**src/rtl/legv8_pkg.sv**
```systemverilog
// Shared types and widths for the LEGv8 execute slice.
package legv8_pkg;
  localparam int DATA_WIDTH     = 8;
  localparam int REG_ADDR_WIDTH = 3;

  typedef enum logic [2:0] {
    ALU_ADD = 3'd0,
    ALU_SUB = 3'd1,
    ALU_AND = 3'd2,
    ALU_ORR = 3'd3,
    ALU_EOR = 3'd4,
    ALU_LSL = 3'd5,
    ALU_LSR = 3'd6,
    ALU_MUL = 3'd7
  } alu_op_t;

  typedef enum logic {
    ST_IDLE = 1'b0,
    ST_MUL  = 1'b1
  } exec_state_t;
endpackage

```
**src/rtl/exec_stage_alu_comb.sv**
```systemverilog
// Single-cycle ALU: result and carry for ADD..LSR.
module alu_comb
  import legv8_pkg::*;
(
  input  alu_op_t               op,
  input  logic [DATA_WIDTH-1:0] a,
  input  logic [DATA_WIDTH-1:0] b,
  output logic [DATA_WIDTH-1:0] res,
  output logic                  carry
);
  logic [DATA_WIDTH:0] sum_w;
  logic [DATA_WIDTH:0] dif_w;
  logic [DATA_WIDTH:0] lsl_w;
  logic [DATA_WIDTH:0] lsr_w;
  logic [2:0]          shamt;

  always_comb begin
    shamt = b[2:0];
    sum_w = {1'b0, a} + {1'b0, b};
    dif_w = {1'b0, a} - {1'b0, b};
    // extra bit catches the last bit shifted out
    lsl_w = {1'b0, a} << shamt;
    lsr_w = {a, 1'b0} >> shamt;
    res   = '0;
    carry = 1'b0;
    unique case (op)
      ALU_ADD: begin
        res   = sum_w[DATA_WIDTH-1:0];
        carry = sum_w[DATA_WIDTH];
      end
      ALU_SUB: begin
        res   = dif_w[DATA_WIDTH-1:0];
        carry = ~dif_w[DATA_WIDTH];
      end
      ALU_AND: res = a & b;
      ALU_ORR: res = a | b;
      ALU_EOR: res = a ^ b;
      ALU_LSL: begin
        res   = lsl_w[DATA_WIDTH-1:0];
        carry = lsl_w[DATA_WIDTH];
      end
      ALU_LSR: begin
        res   = lsr_w[DATA_WIDTH:1];
        carry = lsr_w[0];
      end
      default: begin
        res   = '0;
        carry = 1'b0;
      end
    endcase
  end
endmodule

```
**src/rtl/exec_stage.sv**
```systemverilog
// Execute stage: bypassed ALU plus shift-add multiplier, writing back
// to the register file.
module exec_stage
  import legv8_pkg::*;
(
  input  logic                      clk,
  input  logic                      rst,
  input  logic                      in_valid,
  output logic                      in_ready,
  input  logic [2:0]                in_op,
  input  logic [REG_ADDR_WIDTH-1:0] in_rd,
  input  logic [REG_ADDR_WIDTH-1:0] in_rs1,
  input  logic [REG_ADDR_WIDTH-1:0] in_rs2,
  input  logic [DATA_WIDTH-1:0]     in_op1,
  input  logic [DATA_WIDTH-1:0]     in_op2,
  input  logic [DATA_WIDTH-1:0]     in_imm,
  input  logic                      in_use_imm,
  output logic                      wb_en,
  output logic [REG_ADDR_WIDTH-1:0] wb_addr,
  output logic [DATA_WIDTH-1:0]     wb_data,
  output logic                      flag_z,
  output logic                      flag_c
);
  localparam int CW = $clog2(DATA_WIDTH);
  localparam int DW2 = 2 * DATA_WIDTH;
  localparam logic [CW-1:0] LAST = CW'(DATA_WIDTH - 1);

  exec_state_t state_q, state_d;
  logic wb_en_q, wb_en_d;
  logic [REG_ADDR_WIDTH-1:0] wb_addr_q, wb_addr_d;
  logic [DATA_WIDTH-1:0] wb_data_q, wb_data_d;
  logic flag_z_q, flag_z_d, flag_c_q, flag_c_d;
  logic [DW2-1:0] mcand_q, mcand_d;
  logic [DATA_WIDTH-1:0] mplier_q, mplier_d;
  logic [DW2-1:0] acc_q, acc_d;
  logic [CW-1:0] cnt_q, cnt_d;
  logic [REG_ADDR_WIDTH-1:0] mrd_q, mrd_d;

  alu_op_t op;
  logic accept;
  logic byp1, byp2;
  logic [DATA_WIDTH-1:0] opa, opb, alu_res;
  logic alu_c;
  logic [DW2-1:0] acc_nx;

  assign op       = alu_op_t'(in_op);
  assign in_ready = (state_q == ST_IDLE);
  assign accept   = in_valid && in_ready;

  // forward our own pending writeback; the RF read is stale this cycle
  assign byp1 = wb_en_q && (wb_addr_q == in_rs1) && (in_rs1 != '0);
  assign byp2 = wb_en_q && (wb_addr_q == in_rs2) && (in_rs2 != '0);
  assign opa  = byp1 ? wb_data_q : in_op1;
  assign opb  = in_use_imm ? in_imm : (byp2 ? wb_data_q : in_op2);

  assign acc_nx = acc_q + (mplier_q[0] ? mcand_q : '0);

  alu_comb u_alu (
    .op    (op),
    .a     (opa),
    .b     (opb),
    .res   (alu_res),
    .carry (alu_c)
  );

  always_comb begin
    state_d   = state_q;
    wb_en_d   = 1'b0;
    wb_addr_d = wb_addr_q;
    wb_data_d = wb_data_q;
    flag_z_d  = flag_z_q;
    flag_c_d  = flag_c_q;
    mcand_d   = mcand_q;
    mplier_d  = mplier_q;
    acc_d     = acc_q;
    cnt_d     = cnt_q;
    mrd_d     = mrd_q;
    unique case (state_q)
      ST_IDLE: begin
        if (accept && op == ALU_MUL) begin
          mcand_d  = {{DATA_WIDTH{1'b0}}, opa};
          mplier_d = opb;
          acc_d    = '0;
          cnt_d    = '0;
          mrd_d    = in_rd;
          state_d  = ST_MUL;
        end else if (accept) begin
          wb_en_d   = (in_rd != '0);
          wb_addr_d = in_rd;
          wb_data_d = alu_res;
          flag_z_d  = (alu_res == '0);
          flag_c_d  = alu_c;
        end
      end
      ST_MUL: begin
        acc_d    = acc_nx;
        mcand_d  = mcand_q << 1;
        mplier_d = mplier_q >> 1;
        cnt_d    = cnt_q + 1'b1;
        if (cnt_q == LAST) begin
          state_d   = ST_IDLE;
          cnt_d     = '0;
          wb_en_d   = (mrd_q != '0);
          wb_addr_d = mrd_q;
          wb_data_d = acc_nx[DATA_WIDTH-1:0];
          flag_z_d  = (acc_nx[DATA_WIDTH-1:0] == '0);
          flag_c_d  = |acc_nx[DW2-1:DATA_WIDTH];
        end
      end
      default: state_d = ST_IDLE;
    endcase
  end

  always_ff @(posedge clk or posedge rst) begin
    if (rst) begin
      state_q   <= ST_IDLE;
      wb_en_q   <= 1'b0;
      wb_addr_q <= '0;
      wb_data_q <= '0;
      flag_z_q  <= 1'b0;
      flag_c_q  <= 1'b0;
      mcand_q   <= '0;
      mplier_q  <= '0;
      acc_q     <= '0;
      cnt_q     <= '0;
      mrd_q     <= '0;
    end else begin
      state_q   <= state_d;
      wb_en_q   <= wb_en_d;
      wb_addr_q <= wb_addr_d;
      wb_data_q <= wb_data_d;
      flag_z_q  <= flag_z_d;
      flag_c_q  <= flag_c_d;
      mcand_q   <= mcand_d;
      mplier_q  <= mplier_d;
      acc_q     <= acc_d;
      cnt_q     <= cnt_d;
      mrd_q     <= mrd_d;
    end
  end

  assign wb_en   = wb_en_q;
  assign wb_addr = wb_addr_q;
  assign wb_data = wb_data_q;
  assign flag_z  = flag_z_q;
  assign flag_c  = flag_c_q;
endmodule

```
**config.mk**
```make
export PLATFORM = sky130hd
export DESIGN_NAME = exec_stage
export DESIGN_NICKNAME = d
export VERILOG_FILES = /design/src/rtl/legv8_pkg.sv /design/src/rtl/exec_stage_alu_comb.sv /design/src/rtl/exec_stage.sv
export SDC_FILE = /design/constraint.sdc
export NUM_CORES = 1
export LEC_CHECK = 0
export CAP_MARGIN = 20
export CORE_MARGIN = 3
export CORE_UTILIZATION = 60
export CTS_CLUSTER_SIZE = 28
export DETAILED_ROUTE_END_ITERATION = 10
export GPL_TIMING_DRIVEN = 0
export PLACE_DENSITY = 0.94
export RECOVER_POWER = 25
export REMOVE_ABC_BUFFERS = 1
export SYNTH_ARGS = -nofsm -noshare
export SYNTH_HDL_FRONTEND = slang
export SYNTH_SLANG_ARGS = --single-unit
```
**constraint.sdc**
```tcl
create_clock -name clk -period 8 [get_ports clk]
set_input_delay 0.8 -clock clk [delete_from_list [all_inputs] [get_ports clk]]
set_output_delay 0.8 -clock clk [all_outputs]
set_load 0.01 [all_outputs]
```
==> summary.txt <==
status: finished, violations left
failing checks: max-capacitance violations, max-slew violations
Clock transition at path regs: 0.07 ns
Initial DRC Count: 363
post-synth cell types: 64
hold buffers post-CTS: 0
first-pass GRT wire length: 25900 µm
Initial Utilization: 0.622
worst slew pin tran: 1.68 ns
asr flop ratio synth: 1.00
DRT Pass-1 Iters: 5
wire length per cell: 18.9 µm
Final Wtd Congestion: 1.04
Critical Path Max Stage Delay: 0.78 ns
CTS tree: built
IO Count: 55
Congestion Overflow GR: 0
Hold Path Stages: 2
H-tree depth: 3
Vias/cell: 6.31
vias in the first global route: 5118
most frequent cells in the layout: 110 x nand2_1, 72 x o21ai_0, 60 x dfrtp_1, 53 x clkdlybuf4s50_1, 46 x nor2_1
Chip Height: 101 µm
GRT Total Usage: 0.319
largest net degree at the start of global routing: 50
RSZ-0062 raised after global routing: false
Worst slew margin: -0.121
final net count: 803
Die ar.: 10300 µm²
register bit total from synthesis: 61
final hold violations: 0
Routed Antenna Nets: 0
commonest non-fill, non-tap cell in the layout: nand2_1
Final Setup Violations: 0
period utilisation layout: 0.679
CTS max path bufs: 2
max-cap check violation count: 1
worst setup path startpoint: in_use_imm
Post-synth EDFFs: 0
worst hold path type: reg -> reg
final setup TNS: 0 ns
crit path DAT: 5.71 ns
FMAX: 0.184 GHz
crit path time final: 5.44 ns
post-detail-place hpwl: 11800 µm
post-synthesis cell count: 685
kind of critical path: in -> reg
Slew Viols, Final: 34
# DRC: 0
Die Wd: 101 µm
Required @ worst endpoint: 8.28 ns
CTS root buffer: clkbuf_8
Yosys warning count: 0
reg2reg path depth: 17
total wire length: 15800 µm
final worst setup slack: 2.56 ns
worst-case hold path end point: mplier_q[3]$_DFFE_PP0P_
CTS buffer count: 9
Cell Rows: 34
R2R Setup Slk: 2.96 ns
Final Core Density: 0.721
WHS: 0.488 ns
layout cell share with drive strength beyond 1: 0.0622
Crit Reg-Reg Startpoint: wb_addr[1]$_DFFE_PP0P_
Max FO, Critical Path: 19
area added between synthesis and finish: 15.9%
Place WS: 2.33 ns
Core ar.: 8760 µm²
Peak VDD IR: 0.250 mV
Leakage: 2.77 nW
IO Port Bufs: 54
Syn Area/Cell: 7.96 µm²
FF-to-FF End: flag_z$_DFFE_PP0P_
Post-CTS Resized: 0
Final Skew: 0.0166 ns
Vias: 5250
Mapped Area: 5450 µm²
sequential share of the synthesized area: 0.280
crit end category: flip-flop
Clock Latency Late Sink: 0.36 ns
setup bufs post-CTS: 0
Worst setup SP type: primary input
power density over the cells: 261 nW/µm²
initial antenna violation count: 0
Top FF cell, synth: dfrtp_1
# clock sinks: 61
hold path start: mplier_q[4]$_DFFE_PP0P_
CP max-delay cell: clkdlybuf4s50_1
Antenna diodes: 0
CP cell instances: clkdlybuf4s50_1, a21oi_1, a21o_1, ha_1, inv_1, fa_1, o21bai_1, a21oi_1, o21ai_0, o211ai_1, xor2_1, a2bb2oi_1, o21ai_0, or4b_1, or3b_1, o21ai_1
[critical path, delay by kind of cell]
kind	cells	cell delay, ns
simple gates	2	1.01
xor+xnor	1	0.19
fa+ha+maj	2	0.78
compound gates	9	2.06
buf+inv	2	0.86
[routing by layer]
| metal | wire, µm | GRT usage | part of all wire | vias up |
|---|---|---|---|---|
| met3 | 1220 | 0.0613 | 0.077 | 42 |
| met5 | 0 | 0 | 0 | - |
| li1 | - | - | - | 2501 |
| met2 | 7700 | 0.528 | 0.49 | 229 |
| met4 | 499 | 0.132 | 0.032 | 0 |
| met1 | 6330 | 0.409 | 0.40 | 2478 |
[synth_stat cells, types with 6 or more instances]
library cell,number,share of area
inv_1,31,0.021
o211ai_1,10,0.014
nand2_1,110,0.076
o21ai_0,72,0.066
a211oi_1,8,0.011
xor2_1,9,0.014
o21bai_1,7,0.0096
xnor2_1,15,0.024
a21o_1,7,0.0096
nand3_1,12,0.011
o41ai_1,6,0.0096
clkbuf_1,30,0.021
o22ai_1,6,0.0069
mux2i_1,35,0.064
dfrtp_1,61,0.28
nor2b_1,8,0.0092
and2_1,18,0.021
mux2_2,7,0.014
nor2_1,46,0.032
a21oi_1,42,0.039
nor3_1,22,0.020
nand2b_1,7,0.0080
ha_1,41,0.094
[area by class of cell]
| cell class | count | area, µm² |
|---|---|---|
| multi-input cells | 555 | 3680 |
| fillers | 686 | 2450 |
| flip-flops and latches | 61 | 1530 |
| repair buffers | 58 | 603 |
| well taps | 108 | 135 |
| clock buffers | 10 | 128 |
| inverters | 34 | 128 |
| clock inverters | 6 | 111 |
[flip-flops by register name, indices dropped and copies added, names as in the netlist, 3 cells and up]
signal and cells:
cnt_q 3, wb_addr 3, mrd_q 3, mplier_q 8
mcand_q 16, wb_data 8, acc_q 16
[worst max-delay path by stage]
stage / slack (ns) / endpoint
finish: 2.56 / flag_z$_DFFE_PP0P_
global placement: -0.22 / flag_z$_DFFE_PP0P_
global route: 2.34 / flag_z$_DFFE_PP0P_
CTS: 2.70 / flag_z$_DFFE_PP0P_
floorplan: 1.99 / flag_z$_DFFE_PP0P_
detailed placement: 2.33 / flag_z$_DFFE_PP0P_
[power breakdown]
group | switching [W] | internal (W) | total (W) | leakage [nW]
logic | 0.000422 | 0.000324 | 0.000747 | 1.85
registers | 0.000139 | 0.000425 | 0.000565 | 0.806
clock network | 0.000128 | 0.000207 | 0.000335 | 0.116
total | 0.000690 | 0.000956 | 0.00165 | 2.77
[cell families (layout without fill, tap and decap cells)]
family,after synthesis,count (layout),share of synthesized area
buffers and inverters,69,108,0.0480
DFF,61,61,0.280
and+or+nand+nor,246,246,0.207
xor gates and xnor gates,24,24,0.0386
adders and majority gates,44,44,0.105
AOI/OAI and AO/OA,195,195,0.227
muxes,46,46,0.0939
[stage by stage]
stage                     cells  total power (W)  instance area, µm²
after floorplan             650          0.00101                5320
after detailed placement    816          0.00130                6090
final                       832          0.00165                6310
after global routing        832          0.00176                6310
after global placement      812          0.00125                5990
after CTS                   832          0.00164                6330
No activity file was read; power rests on OpenSTA's default activity.
